File: src/rtl/jt6295_pkg.sv
// Shared constants and sizing helpers for the JT6295 N-slot accumulator.
package jt6295_pkg;

    localparam int unsigned VOL_UNITY = 16;
    localparam int unsigned VOL_W     = 5;

    // Bits needed to count 0..ch slot strobes
    function automatic int unsigned slot_w(input int unsigned ch);
        return $clog2(ch + 1);
    endfunction

    // Accumulator width that cannot wrap for ch full-scale terms
    function automatic int unsigned acc_w(input int unsigned iw, input int unsigned ch);
        return iw + 2 + $clog2(ch) + 1;
    endfunction

endpackage

File: src/rtl/jt6295_accn_if.sv
// Slot/frame bus between the ADPCM decoder pipeline and the mixer.
interface jt6295_accn_if
    import jt6295_pkg::*;
#(
    parameter int unsigned IW = 12,
    parameter int unsigned OW = 14
);

    logic                    cen;
    logic                    cen_ch;
    logic signed [IW-1:0]    snd_in;
    logic                    snd_en;
    logic [VOL_W-1:0]        vol;
    logic                    clr_flags;
    logic signed [OW-1:0]    sound;
    logic                    sample_ok;
    logic                    clip;
    logic                    ovr;

    modport master (
        output cen, cen_ch, snd_in, snd_en, vol, clr_flags,
        input  sound, sample_ok, clip, ovr
    );

    modport slave (
        input  cen, cen_ch, snd_in, snd_en, vol, clr_flags,
        output sound, sample_ok, clip, ovr
    );

endinterface

File: src/rtl/jt6295_accn_term.sv
// Per-slot volume scaling: (snd * vol) >>> 4, zero when the slot is muted.
module jt6295_accn_term
    import jt6295_pkg::*;
#(
    parameter int unsigned IW = 12
) (
    input  logic signed [IW-1:0]   snd_i,
    input  logic [VOL_W-1:0]       vol_i,
    input  logic                   en_i,
    output logic signed [IW+1:0]   term_c_o
);

    localparam int unsigned PW     = IW + VOL_W + 1;
    localparam int unsigned VOL_SH = $clog2(VOL_UNITY);

    logic signed [PW-1:0] prod_c;

    // Signed multiply kept alone for DSP inference; arithmetic shift floors
    always_comb begin
        prod_c   = PW'(snd_i) * PW'($signed({1'b0, vol_i}));
        term_c_o = en_i ? (IW+2)'(prod_c >>> VOL_SH) : '0;
    end

endmodule

File: src/rtl/jt6295_accn.sv
// N-slot ADPCM mixer: sums scaled slot terms per frame, saturates, flags clip/overrun.
module jt6295_accn
    import jt6295_pkg::*;
#(
    parameter int unsigned CH     = 4,
    parameter int unsigned IW     = 12,
    parameter int unsigned OW     = 14,
    parameter int unsigned OUT_SH = 0
) (
    input  logic          clk,
    input  logic          rst,
    jt6295_accn_if.slave  bus
);

    localparam int unsigned ACCW   = acc_w(IW, CH);
    localparam int unsigned SLOT_W = slot_w(CH);
    localparam int unsigned SHW    = ACCW + OUT_SH;
    localparam int unsigned SW     = ((SHW > OW) ? SHW : OW) + 1;

    logic signed [IW+1:0]   term_c;
    logic signed [ACCW-1:0] acc_q, acc_d;
    logic [SLOT_W-1:0]      cnt_q, cnt_d;
    logic signed [OW-1:0]   sound_q, sound_d;
    logic                   sample_ok_q, sample_ok_d;
    logic                   clip_q, clip_d;
    logic                   ovr_q, ovr_d;
    logic signed [SW-1:0]   frame_s, sat_max, sat_min;
    logic                   sat_hi, sat_lo;

    jt6295_accn_term #(
        .IW (IW)
    ) u_term (
        .snd_i    (bus.snd_in),
        .vol_i    (bus.vol),
        .en_i     (bus.snd_en),
        .term_c_o (term_c)
    );

    // Frame sum moved to output scale and compared against the output range
    always_comb begin
        frame_s = SW'(acc_q) <<< OUT_SH;
        sat_max = '0;
        sat_max[OW-2:0] = '1;
        sat_min = '1;
        sat_min[OW-2:0] = '0;
        sat_hi  = frame_s > sat_max;
        sat_lo  = frame_s < sat_min;
    end

    // Frame close has priority; a coincident slot strobe opens the next frame
    always_comb begin
        acc_d       = acc_q;
        cnt_d       = cnt_q;
        sound_d     = sound_q;
        sample_ok_d = 1'b0;
        clip_d      = bus.clr_flags ? 1'b0 : clip_q;
        ovr_d       = bus.clr_flags ? 1'b0 : ovr_q;

        if (bus.cen) begin
            sample_ok_d = 1'b1;
            if (sat_hi) begin
                sound_d = sat_max[OW-1:0];
                clip_d  = 1'b1;
            end else if (sat_lo) begin
                sound_d = sat_min[OW-1:0];
                clip_d  = 1'b1;
            end else begin
                sound_d = frame_s[OW-1:0];
            end
            if (bus.cen_ch) begin
                acc_d = ACCW'(term_c);
                cnt_d = SLOT_W'(1);
            end else begin
                acc_d = '0;
                cnt_d = '0;
            end
        end else if (bus.cen_ch) begin
            if (cnt_q < SLOT_W'(CH)) begin
                acc_d = acc_q + ACCW'(term_c);
                cnt_d = cnt_q + SLOT_W'(1);
            end else begin
                ovr_d = 1'b1;
            end
        end
    end

    // State and output registers
    always_ff @(posedge clk or posedge rst) begin
        if (rst) begin
            acc_q       <= '0;
            cnt_q       <= '0;
            sound_q     <= '0;
            sample_ok_q <= 1'b0;
            clip_q      <= 1'b0;
            ovr_q       <= 1'b0;
        end else begin
            acc_q       <= acc_d;
            cnt_q       <= cnt_d;
            sound_q     <= sound_d;
            sample_ok_q <= sample_ok_d;
            clip_q      <= clip_d;
            ovr_q       <= ovr_d;
        end
    end

    assign bus.sound     = sound_q;
    assign bus.sample_ok = sample_ok_q;
    assign bus.clip      = clip_q;
    assign bus.ovr       = ovr_q;

endmodule

File: src/flat_wrapper.sv
// flat-port wrapper written by rule: the top's interface ports become plain ports
module jt6295_accn_flat import jt6295_pkg::*;
#(
    parameter int unsigned CH     = 4,
    parameter int unsigned IW     = 12,
    parameter int unsigned OW     = 14,
    parameter int unsigned OUT_SH = 0
)
  (clk, rst, bus_cen, bus_cen_ch, bus_snd_in, bus_snd_en, bus_vol, bus_clr_flags, bus_sound, bus_sample_ok, bus_clip, bus_ovr);
  jt6295_accn_if #(.IW(IW), .OW(OW)) bus_i ();
  input  logic clk;
  input  logic rst;
  input wire logic [$bits(bus_i.cen)-1:0] bus_cen;
  input wire logic [$bits(bus_i.cen_ch)-1:0] bus_cen_ch;
  input wire logic [$bits(bus_i.snd_in)-1:0] bus_snd_in;
  input wire logic [$bits(bus_i.snd_en)-1:0] bus_snd_en;
  input wire logic [$bits(bus_i.vol)-1:0] bus_vol;
  input wire logic [$bits(bus_i.clr_flags)-1:0] bus_clr_flags;
  output wire logic [$bits(bus_i.sound)-1:0] bus_sound;
  output wire logic [$bits(bus_i.sample_ok)-1:0] bus_sample_ok;
  output wire logic [$bits(bus_i.clip)-1:0] bus_clip;
  output wire logic [$bits(bus_i.ovr)-1:0] bus_ovr;
  assign bus_i.cen = bus_cen;
  assign bus_i.cen_ch = bus_cen_ch;
  assign bus_i.snd_in = bus_snd_in;
  assign bus_i.snd_en = bus_snd_en;
  assign bus_i.vol = bus_vol;
  assign bus_i.clr_flags = bus_clr_flags;
  assign bus_sound = bus_i.sound;
  assign bus_sample_ok = bus_i.sample_ok;
  assign bus_clip = bus_i.clip;
  assign bus_ovr = bus_i.ovr;
  jt6295_accn #(.CH(CH), .IW(IW), .OW(OW), .OUT_SH(OUT_SH)) u_core (.clk(clk), .rst(rst), .bus(bus_i));
endmodule
File: config.mk
export PLATFORM = sky130hd
export DESIGN_NAME = jt6295_accn_flat
export DESIGN_NICKNAME = d
export VERILOG_FILES = /design/src/rtl/jt6295_pkg.sv /design/src/rtl/jt6295_accn_if.sv /design/src/rtl/jt6295_accn_term.sv /design/src/rtl/jt6295_accn.sv /design/src/flat_wrapper.sv
export SDC_FILE = /design/constraint.sdc
export NUM_CORES = 1
export LEC_CHECK = 0
export ABC_CLOCK_PERIOD_IN_PS = 3200
export CAP_MARGIN = 30
export CORE_MARGIN = 4
export CORE_UTILIZATION = 30
export CTS_CLUSTER_DIAMETER = 80
export CTS_CLUSTER_SIZE = 30
export DETAILED_ROUTE_END_ITERATION = 12
export DONT_BUFFER_PORTS = 1
export PLACE_DENSITY = 0.5
export RECOVER_POWER = 50
export SKIP_CTS_REPAIR_TIMING = 1
export SLEW_MARGIN = 10
export SYNTH_ARGS = -nofsm -noshare
export SYNTH_HDL_FRONTEND = slang
export SYNTH_SLANG_ARGS = --single-unit
File: constraint.sdc
create_clock -name clk -period 3.2 [get_ports clk]
set_clock_uncertainty 0.2 [all_clocks]
set_input_delay 0.96 -clock clk [delete_from_list [all_inputs] [get_ports clk]]
set_output_delay 0.96 -clock clk [all_outputs]
set_load 0.02 [all_outputs]
# Word level (Yosys, flattened, before mapping)
# Cells that the tools add are included.
[classes]
addsub = 2
mul = 1
n_lt_le_gt_ge = 3
n_mux = 20
reduce_logical = 3
[op_table]
columns = ["operator", "count"]
rows = [
  ["$mux 17", 4],
  ["$mux 14", 3],
  ["$mul 12x6->18", 1],
  ["$add 17x14->17", 1],
  ["$gt 17x14->1 const B", 1],
  ["$lt 17x14->1 const B", 1],
  ["$mux 1", 10],
  ["$mux 3", 3],
  ["$reduce_bool 2->1", 2],
  ["$add 3x1->3 const B", 1],
  ["$lt 3x3->1 const B", 1],
  ["$reduce_and 2->1", 1],
]
[word_totals]
reg_bits = 37
inputBits = 23
out_inout_bits = 17
elab_cells = 35

# Depth between registers and ports, before layout
[depth]
depth_word = 6
ltp_mapped = 26
mapped_depth_nobuf = 25

# Cells and area by module
# From an unflattened synthesis, not the netlist that was laid out.
[unflattened]
hier_cells = 573
area_unflattened_um2 = 4794.6
[by_module_without_submodules]
columns = ["mod", "instances", "cells_per_inst", "area_per_inst_um2"]
rows = [
  ["jt6295_accn_term", 1, 301, 2412.3],
  ["jt6295_accn", 1, 272, 2382.3],
]

# Least setup slack after synthesis
# No wires, ideal clock.
[synth_path]
path_kind = "input-to-reg"
from = "input bus_vol[2]"
to = "register u_core.acc_q[16]"
setup_ps = 129
t_arrival_ps = 6205
required_ps = 2871
slack_ps = -3333
stages = 23
path_cell_list = "clkbuf_1 -> and2_1 -> fa_1 -> inv_1 -> fa_1 -> fa_1 -> inv_1 -> ha_1 -> a21o_1 -> a41o_1 -> a21o_1 -> a21o_1 -> xnor2_1 -> nor2_1 -> ha_1 -> a21o_1 -> a221oi_2 -> a21oi_2 -> a211o_1 -> a311oi_4 -> nor3_1 -> nor4_1 -> nand2_1"
[synth_between]
elab_chain_len = 6
elab_cells_between_ends = 7
cone_classes = "add/sub: 1; mul: 1; mux: 5"
[synth_rtl]
columns = ["item", "line_no", "source"]
rows = [
  ["start: declaration", "flat_wrapper.sv:17", "input wire logic [$bits(bus_i.vol)-1:0] bus_vol;"],
  ["$mul 12x6->18 (*)", "jt6295_accn_term.sv:20", "prod_c = PW'(snd_i) * PW'($signed({1'b0, vol_i}));"],
  ["$mux 14 (*)", "jt6295_accn_term.sv:21", "term_c_o = en_i ? (IW+2)'(prod_c >>> VOL_SH) : '0;"],
  ["$add 17x14->17", "jt6295_accn.sv:79", "acc_d = acc_q + ACCW'(term_c);"],
  ["$mux 17", "jt6295_accn.sv:78", "if (cnt_q < SLOT_W'(CH)) begin"],
  ["$mux 17", "jt6295_accn.sv:77", "end else if (bus.cen_ch) begin"],
  ["$mux 17 (*)", "jt6295_accn.sv:59", "if (bus.cen) begin"],
  ["end signal: assignment", "jt6295_accn.sv:90", "acc_q <= '0;"],
  ["end signal: assignment", "jt6295_accn.sv:97", "acc_q <= acc_d;"],
  ["end: declaration", "jt6295_accn.sv:21", "logic signed [ACCW-1:0] acc_q, acc_d;"],
]
# Every way passes the cells marked *; elsewhere a longest branch is shown, timed or not. The select of a mux whose other input is x is not followed.
# A chain may end at the register's enable or synchronous reset.

# Worst setup path in the final report
[layout_path]
from = "input bus_snd_in[8]"
to = "register u_core.acc_q[16]"
[layout_between]
elab_chain_len = 6
elab_cells_between_ends = 7
cone_classes = "add/sub: 1; mul: 1; mux: 5"
[layout_rtl]
columns = ["item", "line_no", "source"]
rows = [
  ["start: declaration", "flat_wrapper.sv:15", "input wire logic [$bits(bus_i.snd_in)-1:0] bus_snd_in;"],
  ["$mul 12x6->18 (*)", "jt6295_accn_term.sv:20", ""],
  ["$mux 14 (*)", "jt6295_accn_term.sv:21", ""],
  ["$add 17x14->17", "jt6295_accn.sv:79", ""],
  ["$mux 17", "jt6295_accn.sv:78", ""],
  ["$mux 17", "jt6295_accn.sv:77", ""],
  ["$mux 17 (*)", "jt6295_accn.sv:59", ""],
]
# Marked as above.

==> out/results.env <==
GRT_PASS1_VIAS=3655
LAYOUT.NETS=717
VIOLATIONS='setup timing'
FRACTION_OF_SYNTHESIZED_CELL_AREA_TAKEN_BY_THE_TOP_AREA_CELL_TYPE_PCT=20.2
SYNTH.AVG_CELL_AREA_SQ_UM=8.64
CLOCK.FMAX_GHz=0.169
PLACE_CONGESTION=0.762
NETLIST_TOP_CELLS_AREA='sky130_fd_sc_hd__dfrtp_1 (20%), sky130_fd_sc_hd__fa_1 (17%), sky130_fd_sc_hd__ha_1 (13%)'
SETUP.REG_TO_REG.WORST_SLACK_NS=0.13
RSZ0062_AT_GRT='yes'
WORST_MIN_PATH_CLASS='flip-flop to flip-flop'
DIEWIDTH_UM=131
COMBINATIONAL_CELL_FRACTION_OF_TOTAL_POWER_PCT=70.8
FIN_CRIT_SH_PCT=185
WORSTSETUPPATHTYPE='input pin to flip-flop'
SYNTH_NETS=637
WORST_SKEW_PAIR.LATE_LATENCY_NS=0.27
TOTAL_POWER_mW=4.85
DIE_HEIGHT_UM=131
FINALWIRELENGTH_UM=9960
SYNTH_TOP_CELL_BY_AREA='sky130_fd_sc_hd__dfrtp_1'
SYNTH.LIB_CELLS_USED.DISTINCT=51
CELLINTERNALPOWER_mW=2.79
SEQUENTIALPOWERSHARE_PCT=19.9
POWER_DENSITY_nW_PER_UM2=821
STATIC_LEAKAGE_nW=2.92
PLACE.DETAILED.INSTANCES=779
CTS_TREE='yes'
WORST_R2R_ENDPOINT='u_core.acc_q[16]'
NUMBER_OF_ROWS_IN_THE_CORE_AREA=44
ANTENNA_FOUND_INITIAL=0
CLK_PIN_SLEW_NS=0.05
WORSTPATHMAXFANOUT=5
SWITCHING_SHARE_PCT=42.6
SYNTH-EDFF-COUNT=0
TIMING.REG2REG.WORST_PATH_DEPTH=10
CLOCK_POWER_SHARE_PCT=9.3
CTS.SINK_COUNT=37
DETAIL_ROUTE.ITER0.VIOLATIONS=168
LAYOUT-DRIVE-GT1-SHARE_PCT=26.6
SYNTH_MOST_COMMON_CELL='sky130_fd_sc_hd__inv_1'
PLACE_WS_NS=-3.03
ROUTE.DETAILED.DRC=0
TIMING.FINAL.SETUP_VIOLATIONS=17
NETLIST_INSTANCES=529
START_KIND='input pin'
GROUTE.USAGE.OVERALL_PCT=11.6
DRT_PRE_ANTENNA_ITERS=4
YOSYSWARNINGS=0
CLK_ROOT_BUFFER_CELL='sky130_fd_sc_hd__clkbuf_16'
SYNTH-SEQ-CELLS=37
RUN_STATUS='finished, violations left'
SYNTH_TOP_CELLS_BY_COUNT='sky130_fd_sc_hd__inv_1 (87), sky130_fd_sc_hd__and2_1 (55), sky130_fd_sc_hd__ha_1 (47)'
STDCELL_COUNT=794
WORST_HOLD_PATH.NUM_CELLS=2
SLEW_HEADROOM_PCT=24.9
FLOORPLAN.DIE_AREA_SQ_UM=17300
AREA_GROWTH_PCT=29.3
POSTLAYOUTSETUPSLACKWORST_NS=-2.71
PLACED_WIRE_LENGTH_ESTIMATE_UM=8350
GLOBAL_ROUTE.OVERFLOW_TOTAL=0
WORST_HOLD_PATH.ENDPOINT='u_core.cnt_q[0]'
BUFS_ON_LONGEST_CLOCK_PATH=2
CTS.HTREE.LEVELS=2
PART_OF_THE_YOSYS_AREA_USED_FOR_SEQUENTIAL_ELEMENTS_PCT=20.2
DRT-WIRELENGTH-PER-CELL_UM=12.5
GRT_MAX_DEGREE=55
ANTENNA-DIODE-COUNT=0
WORST-SLEW-PIN-TRANSITION_NS=1.13
PIN_COUNT=40
DETAIL-ROUTE-ANTENNA-NETS=0
SYNTHFLOPTYPE='sky130_fd_sc_hd__dfrtp_1'
DETAIL_ROUTE.VIAS_PER_CELL=4.61
CORE_REGION_AREA_SQ_UM=14800
BUFFER_PORTS.INSERTED=0
WIRE_LENGTH_OF_THE_FIRST_GLOBAL_ROUTING_PASS_UM=17300
WORST_VDD_DROP_V=0.000270
SYNTHESIS.AREA_SQ_UM=4570
WORSTPATHREQUIRED_NS=3.16
CTS_BUFFER_COUNT=5
VIAS=3663
SETUP_TOTAL_NEGATIVE_SLACK_NS=-33.20
ENDPOINT_KIND='flip-flop'
FINALHOLDVIOLCOUNT=0
TIMING.MAX_CAP.VIOLATIONS=0
FINALCOREUTILIZATION_PCT=40.1
ASYNC_FLOP_SHARE_PCT=100
P_SWITCHING_mW=2.07
DRV_SLEW=0
MIN-DELAY-START='u_core.cnt_q[0]'
CRITPATHARRIVALTIME_NS=5.87
WORSTREG2REGSTART='u_core.acc_q[0]'
INITIAL_UTILIZATION_PCT=31.0
LAYOUT_MIN_CYCLE_TIME_NS=5.91
## flip-flops by register name, indices dropped and copies added (netlist names)
name / cells
u_core.acc_q: 17
u_core.bus.clip: 1
u_core.bus.ovr: 1
u_core.bus.sample_ok: 1
u_core.bus.sound: 14
u_core.cnt_q: 3
## power groups by stage
stage	clock, mW	sequential [mW]	combinational (mW)
2_1_floorplan	0	0.898	2.01
3_3_place_gp	0	0.962	3.08
3_5_place_dp	0	0.971	3.12
4_1_cts	0.462	0.963	3.14
5_1_grt	0.482	0.999	3.85
6_report	0.450	0.968	3.44
## layer usage
metal  share of wire [%]  routed length, um  up-vias  global-route usage, %
li1                    -                  -     1909                      -
met1                  51               5030     1688                   16.8
met2                  45               4440       60                   18.3
met3                 4.1                413        6                   1.95
met4                0.79                 79        0                   2.33
met5                   0                  0        -                      0
## stage by stage
| stage | hold slack [ns] | cell area, sq um |
|---|---|---|
| after global routing | 0.346 | 5910 |
| final | 0.313 | 5910 |
| after floorplan | 0.276 | 4740 |
| after detailed placement | 0.308 | 5510 |
| after global placement | 0.299 | 5510 |
| after CTS | 0.321 | 5650 |
## area by class of cell
cell class | count | area [sq um]
Clock buffer | 8 | 136
Inverter | 87 | 327
Sequential cell | 37 | 926
Tap cell | 184 | 230
Multi-Input combinational cell | 387 | 3610
Fill cell | 1499 | 8840
Timing Repair Buffer | 91 | 679
## cell usage in the layout (no fill, tap or decap), types with 4 or more instances in the layout
cell	instances
sky130_fd_sc_hd__a21o_1	16
sky130_fd_sc_hd__a21oi_1	25
sky130_fd_sc_hd__a21oi_2	14
sky130_fd_sc_hd__and2_1	52
sky130_fd_sc_hd__buf_4	90
sky130_fd_sc_hd__clkbuf_1	4
sky130_fd_sc_hd__clkbuf_16	5
sky130_fd_sc_hd__dfrtp_1	37
sky130_fd_sc_hd__fa_1	36
sky130_fd_sc_hd__ha_1	38
sky130_fd_sc_hd__ha_4	9
sky130_fd_sc_hd__inv_1	83
sky130_fd_sc_hd__inv_2	4
sky130_fd_sc_hd__nand2_1	24
sky130_fd_sc_hd__nand2_2	4
sky130_fd_sc_hd__nand3_1	6
sky130_fd_sc_hd__nor2_1	22
sky130_fd_sc_hd__nor2b_1	7
sky130_fd_sc_hd__o211ai_1	13
sky130_fd_sc_hd__o21ai_0	17
sky130_fd_sc_hd__o21ai_1	4
sky130_fd_sc_hd__o22ai_1	7
sky130_fd_sc_hd__xnor2_1	8
sky130_fd_sc_hd__xnor2_2	8
sky130_fd_sc_hd__xor2_1	14
## cells by family (layout without fill, tap and decap cells)
group,Yosys count,after routing,share of synthesized area (%)
buffers and inverters,105,186,8.62
xor gates and xnor gates,30,30,5.75
and+or+nand+nor,141,141,16.7
DFF,37,37,20.2
adders and majority gates,85,85,29.5
muxes,4,4,0.985
AOI/OAI and AO/OA,127,127,18.2
## worst max-delay path: stages
cell	delay, ns
sky130_fd_sc_hd__and2_1	0.15
sky130_fd_sc_hd__fa_1	0.49
sky130_fd_sc_hd__fa_1	0.49
sky130_fd_sc_hd__inv_1	0.05
sky130_fd_sc_hd__fa_1	0.53
sky130_fd_sc_hd__inv_1	0.06
sky130_fd_sc_hd__ha_4	0.29
sky130_fd_sc_hd__nand3_1	0.10
sky130_fd_sc_hd__or2_1	0.28
sky130_fd_sc_hd__o221ai_2	0.22
sky130_fd_sc_hd__a21oi_2	0.11
sky130_fd_sc_hd__o21bai_1	0.15
sky130_fd_sc_hd__a21oi_1	0.10
sky130_fd_sc_hd__xnor2_1	0.14
sky130_fd_sc_hd__and2_1	0.16
sky130_fd_sc_hd__ha_1	0.29
sky130_fd_sc_hd__and4_1	0.16
sky130_fd_sc_hd__a211o_1	0.36
sky130_fd_sc_hd__a311oi_4	0.32
sky130_fd_sc_hd__nor4bb_1	0.10
sky130_fd_sc_hd__nor4_1	0.28
sky130_fd_sc_hd__nand2_1	0.08
## worst max path at each step
stage	from	to	slack [ns]	depth (start not counted)
floorplan	bus_vol[2]	u_core.acc_q[16]	-2.98	23
global placement	bus_snd_in[3]	u_core.acc_q[16]	-2.98	22
detailed placement	bus_snd_in[3]	u_core.acc_q[16]	-3.03	22
CTS	bus_snd_in[3]	u_core.acc_q[16]	-2.76	22
global route	bus_snd_in[3]	u_core.acc_q[16]	-3.01	22
finish	bus_snd_in[8]	u_core.acc_q[16]	-2.71	22
Note: power is estimated with default switching activity, not from simulation.
==> variant 1: new RTL, same settings <==
`CH` is set to 4 in 2 places; all go to 3.
--- a/src/rtl/jt6295_accn.sv
+++ b/src/rtl/jt6295_accn.sv
@@ -2,7 +2,7 @@
 module jt6295_accn
     import jt6295_pkg::*;
 #(
-    parameter int unsigned CH     = 4,
+    parameter int unsigned CH     = 3,
     parameter int unsigned IW     = 12,
     parameter int unsigned OW     = 14,
     parameter int unsigned OUT_SH = 0
--- a/src/flat_wrapper.sv
+++ b/src/flat_wrapper.sv
@@ -1,7 +1,7 @@
 // flat-port wrapper written by rule: the top's interface ports become plain ports
 module jt6295_accn_flat import jt6295_pkg::*;
 #(
-    parameter int unsigned CH     = 4,
+    parameter int unsigned CH     = 3,
     parameter int unsigned IW     = 12,
     parameter int unsigned OW     = 14,
     parameter int unsigned OUT_SH = 0
Function: changed (a bounded check fails within 10 cycles, from zero or initial values and one cycle with rst high).
==> variant 1 against the original RTL <==
  * Count of clock-buffer cells in the layout decreased by 3
  * Worst setup slack got worse by 240 ps
  * Highest routed layer unchanged
  * Routed wire length increased by 18%
  * The flow still finishes with violations (setup timing)
  * Design area increased by 6.1%
  * Sequential cell count decreased by 1
  * Sequential power decreased by 3.8%
  * Power increased by 12%
  * Synthesized area increased by 1.6%
==> variant 1: results (changes against the original RTL) <==
setup_path:
  crit_start: "bus_vol[1]"  # was bus_snd_in[8]
  regToRegSetupSlack_ps: -100  # was 130 ps
  cp.arrival_ps: 6110  # was 5870 ps
  crit_fanout: 12  # was 5
power:
  p_leak_uw: 0.00305  # was 0.00292 uW
  peakVddDrop_uv: 288  # was 270 uV
logic_synthesis:
  async_reset_ff_share_pct: 100  # unchanged
  synth_seq_area_share_pct: 19.4  # was 20.2%
  synthTopCellsByCount: "inv_1, and2_1, ha_1"  # unchanged
  synthTopCellsByArea: "dfrtp_1, fa_1, ha_1, and2_1, inv_1"  # unchanged
  synth_nets: 656  # was 637
  ys.warnings.count: 0  # unchanged
  synth_cell_type_count: 60  # was 51
  syn-instance-count: 548  # was 529
final_layout:
  registers.top_by_ff_count: "u_core.acc_q"  # unchanged
  stdcell_count: 828  # was 794
  antenna_cells: 0  # unchanged
  drive_gt1_share_pct: 31.9  # was 26.6%
  fin_nets: 747  # was 717
global_routing:
  grt_pass1_vias: 4052  # was 3655
  grt_pass1_wl_mm: 19.0  # was 17.3 mm
  grt_max_degree: 57  # was 55
  track_usage_pct: 12.7  # was 11.6%
drt:
  drt-initial-drc-count: 200  # was 168
  vias_per_cell: 4.78  # was 4.61
  routed_wl_mm: 11.8  # was 9.96 mm
  first_pass_iters: 5  # was 4
timing:
  final-setup-viol-count: 17  # unchanged
  final.setup.worst_slack_ps: -2950  # was -2710 ps
  hold-worst-slack_ps: 321  # was 313 ps
  tightest_slew_ps: 1010  # was 1130 ps
placed_design:
  place_inst: 805  # was 779
  numPortBuffers: 0  # unchanged
  gp_congestion: 0.844  # was 0.762
  dpl.hpwl_mm: 9.47  # was 8.35 mm
  post_dp_cell_area_mm2: 0.00563  # was 0.00551 mm2
min_path:
  hp-start: "u_core.cnt_q[0]$_DFFE_PP0P_"  # unchanged
status:
  violations: "setup timing"  # unchanged
  status: "finished, violations left"  # unchanged
[variant 1: cell count changes after synthesis, moves of 3 or more]
cell | unedited run | this run
o21ai_1 | 3 | 0
a31oi_1 | 7 | 2
o21a_1 | 2 | 5
o21ai_0 | 20 | 27
nor2_1 | 24 | 35
xor2_1 | 14 | 11
[variant 1: layout make-up]
class	instances	area [um2]
Fill cell	1538	8930
Multi-Input combinational cell	404	3800
Sequential cell	36	901
Timing Repair Buffer	106	845
Inverter	86	323
Tap cell	188	235
Clock buffer	5	125
Clock inverter	3	42.5
[variant 1: cell families after synthesis]
kind of cell             count (synthesis)  synth area share, %
adder cells (fa/ha/maj)                 85                 29.0
multiplexers                             4                0.889
XOR/XNOR                                28                 5.28
buffers and inverters                  108                 9.29
flip-flops                              36                 19.4
AND/OR/NAND/NOR                        156                 17.7
AO/OA/AOI/OAI                          131                 18.5
[variant 1: worst paths after layout]
check                                                    to
setup / recovery               u_core.acc_q[14]$_DFFE_PP0P_
min in group asynchronous          u_core.bus.ovr$_DFF_PP0_
hold / removal                  u_core.cnt_q[0]$_DFFE_PP0P_
hold reg to reg                 u_core.cnt_q[0]$_DFFE_PP0P_
max in group asynchronous  u_core.bus.sound[12]$_DFFE_PP0P_
setup reg to reg               u_core.acc_q[14]$_DFFE_PP0P_
[variant 1: critical path, stage by stage]
cell and delay [ps]:
and2_4 140, fa_1 480, fa_1 490, inv_1 50, fa_1 540, inv_2 40
ha_4 200, a21o_1 170, or3_1 320, a21oi_2 180, o31ai_2 100, a2111oi_2 410
a41oi_2 120, a21oi_2 180, ha_1 260, a21boi_2 160, o21a_1 160, a311o_1 330
or4_1 420, a31oi_1 170, nor2_1 60, o22a_1 160
[variant 1: metrics by stage]
step / worst slack (ps) / TNS, ps
after floorplan: -3140 / -37430
after global placement: -3280 / -41180
after detailed placement: -3300 / -41550
after CTS: -3040 / -36780
after global routing: -3150 / -39640
final: -2950 / -36550
[variant 1: power by group]
part | switching, uW | internal [uW] | total, uW
registers | 296 | 635 | 931
clock network | 188 | 366 | 554
logic | 1850 | 2100 | 3960
[variant 1: per-layer routing]
| layer | up-vias | wire (um) | global-route usage, % |
|---|---|---|---|
| met5 | - | 0 | 0 |
| met4 | 0 | 101 | 1.50 |
| met3 | 7 | 371 | 1.75 |
| met2 | 61 | 5870 | 23.1 |
| met1 | 1888 | 5420 | 16.6 |
| li1 | 2000 | - | - |
==> variant 2: new RTL, same settings <==
Without the edit above. Make the reset (`rst`) synchronous in one clocked block.
--- a/src/rtl/jt6295_accn.sv
+++ b/src/rtl/jt6295_accn.sv
@@ -85,7 +85,7 @@
     end
 
     // State and output registers
-    always_ff @(posedge clk or posedge rst) begin
+    always_ff @(posedge clk) begin
         if (rst) begin
             acc_q       <= '0;
             cnt_q       <= '0;
Check against the original RTL: differs if rst is asserted again (counterexample within 4 cycles, from zero or initial values and one cycle with rst high); with rst held inactive, the same outputs for 4 cycles.
==> variant 2 against the original RTL <==
  * The run still ends with setup timing left
  * Worst setup slack got worse by 66 ps
  * Design area increased by 3.7%
  * Sequential cell count unchanged
  * Routed wire length increased by 16%
  * Power decreased by 17%
  * Clock power increased by 8.9%
  * Sequential share of layout area decreased by 3.6 points
  * Synthesized area increased by 1.1%
  * Critical endpoint is now u_core.acc_q[16]$_SDFFE_PP0P_
  * Largest cell class unchanged
  * Largest power group unchanged
==> variant 2: results (changes against the original RTL) <==
global_routing:
  grt_pass1_wl_mm: 18.9  # was 17.3 mm
  track_usage_pct: 12.7  # was 11.6%
setup_path:
  timing.rr.start: "u_core.acc_q[0]$_SDFFE_PP0P_"  # was u_core.acc_q[0]$_DFFE_PP0P_
  regToRegSetupSlack_ps: 560  # was 130 ps
  ff2ff_path_depth: 9  # was 10
  critPathMaxStageDelay_ps: 500  # was 530 ps
logic_synthesis:
  synth_top_flop_cell: "dfxtp_1"  # was dfrtp_1
  syn_area_per_cell_um2: 8.24  # was 8.64 um2
  synthTopCellsByCount: "inv_1, nand2_1, and2_1"  # was inv_1, and2_1, ha_1
  synth_seq_area_share_pct: 16.0  # was 20.2%
drt:
  drt-initial-drc-count: 159  # was 168
  routedWlPerCell_um: 13.6  # was 12.5 um
  met1Wirelength_mm: 5.62  # was 5.03 mm
  vias_per_cell: 4.72  # was 4.61
placed_design:
  gp_congestion: 0.823  # was 0.762
  place_inst: 826  # was 779
  dpl.hpwl_mm: 9.48  # was 8.35 mm
die:
  dieArea_mm2: 0.0175  # was 0.0173 mm2
status:
  status: "finished, violations left"  # unchanged
  violations: "setup timing"  # unchanged
final_layout:
  n_fill_cell: 1524  # was 1499
  multi_input_area_share_pct: 64.1  # was 61.1%
  n_all_buffers: 107  # was 91
  nMultiInputCombCells: 436  # was 387
  drive_gt1_share_pct: 30.5  # was 26.6%
  bufAreaShareNonClock_pct: 13.3  # was 11.5%
timing:
  setup_tns_ps: -34920  # was -33200 ps
  final.setup.worst_slack_ps: -2780  # was -2710 ps
  final-setup-viol-count: 17  # unchanged
min_path:
  hold_path_end: "u_core.cnt_q[1]$_SDFFE_PP0P_"  # was u_core.cnt_q[0]$_DFFE_PP0P_
  hp-start: "u_core.cnt_q[1]$_SDFFE_PP0P_"  # was u_core.cnt_q[0]$_DFFE_PP0P_
power:
  p_leak_uw: 0.00286  # was 0.00292 uW
## variant 2: tightest hold or removal path, stage by stage (launching register included)
cell and delay (ps):
dfxtp_1 310, nand2_1 60, a21oi_1 60
## variant 2: power groups by stage
stage | clock (uW) | sequential (uW) | combinational, uW
floorplan | 0 | 634 | 1620
global placement | 0 | 656 | 2520
detailed placement | 0 | 659 | 2550
CTS | 499 | 648 | 2570
global route | 526 | 663 | 3200
finish | 490 | 651 | 2900
## variant 2: metal layers
metal | vias up | global-route usage [%]
li1 | 2083 | -
met1 | 1827 | 17.4
met2 | 72 | 21.2
met3 | 10 | 2.02
met4 | 0 | 3.09
met5 | - | 0
## variant 2: cells by family (layout without fill, tap and decap cells)
logic type	Yosys count	after routing	synth area share, %
adder cells (fa/ha/maj)	85	85	29.2
flip-flops	37	37	16.0
AO/OA/AOI/OAI	132	132	21.0
multiplexers	3	3	0.650
AND/OR/NAND/NOR	196	196	22.0
buffers and inverters	88	185	7.17
XOR/XNOR	20	20	3.95
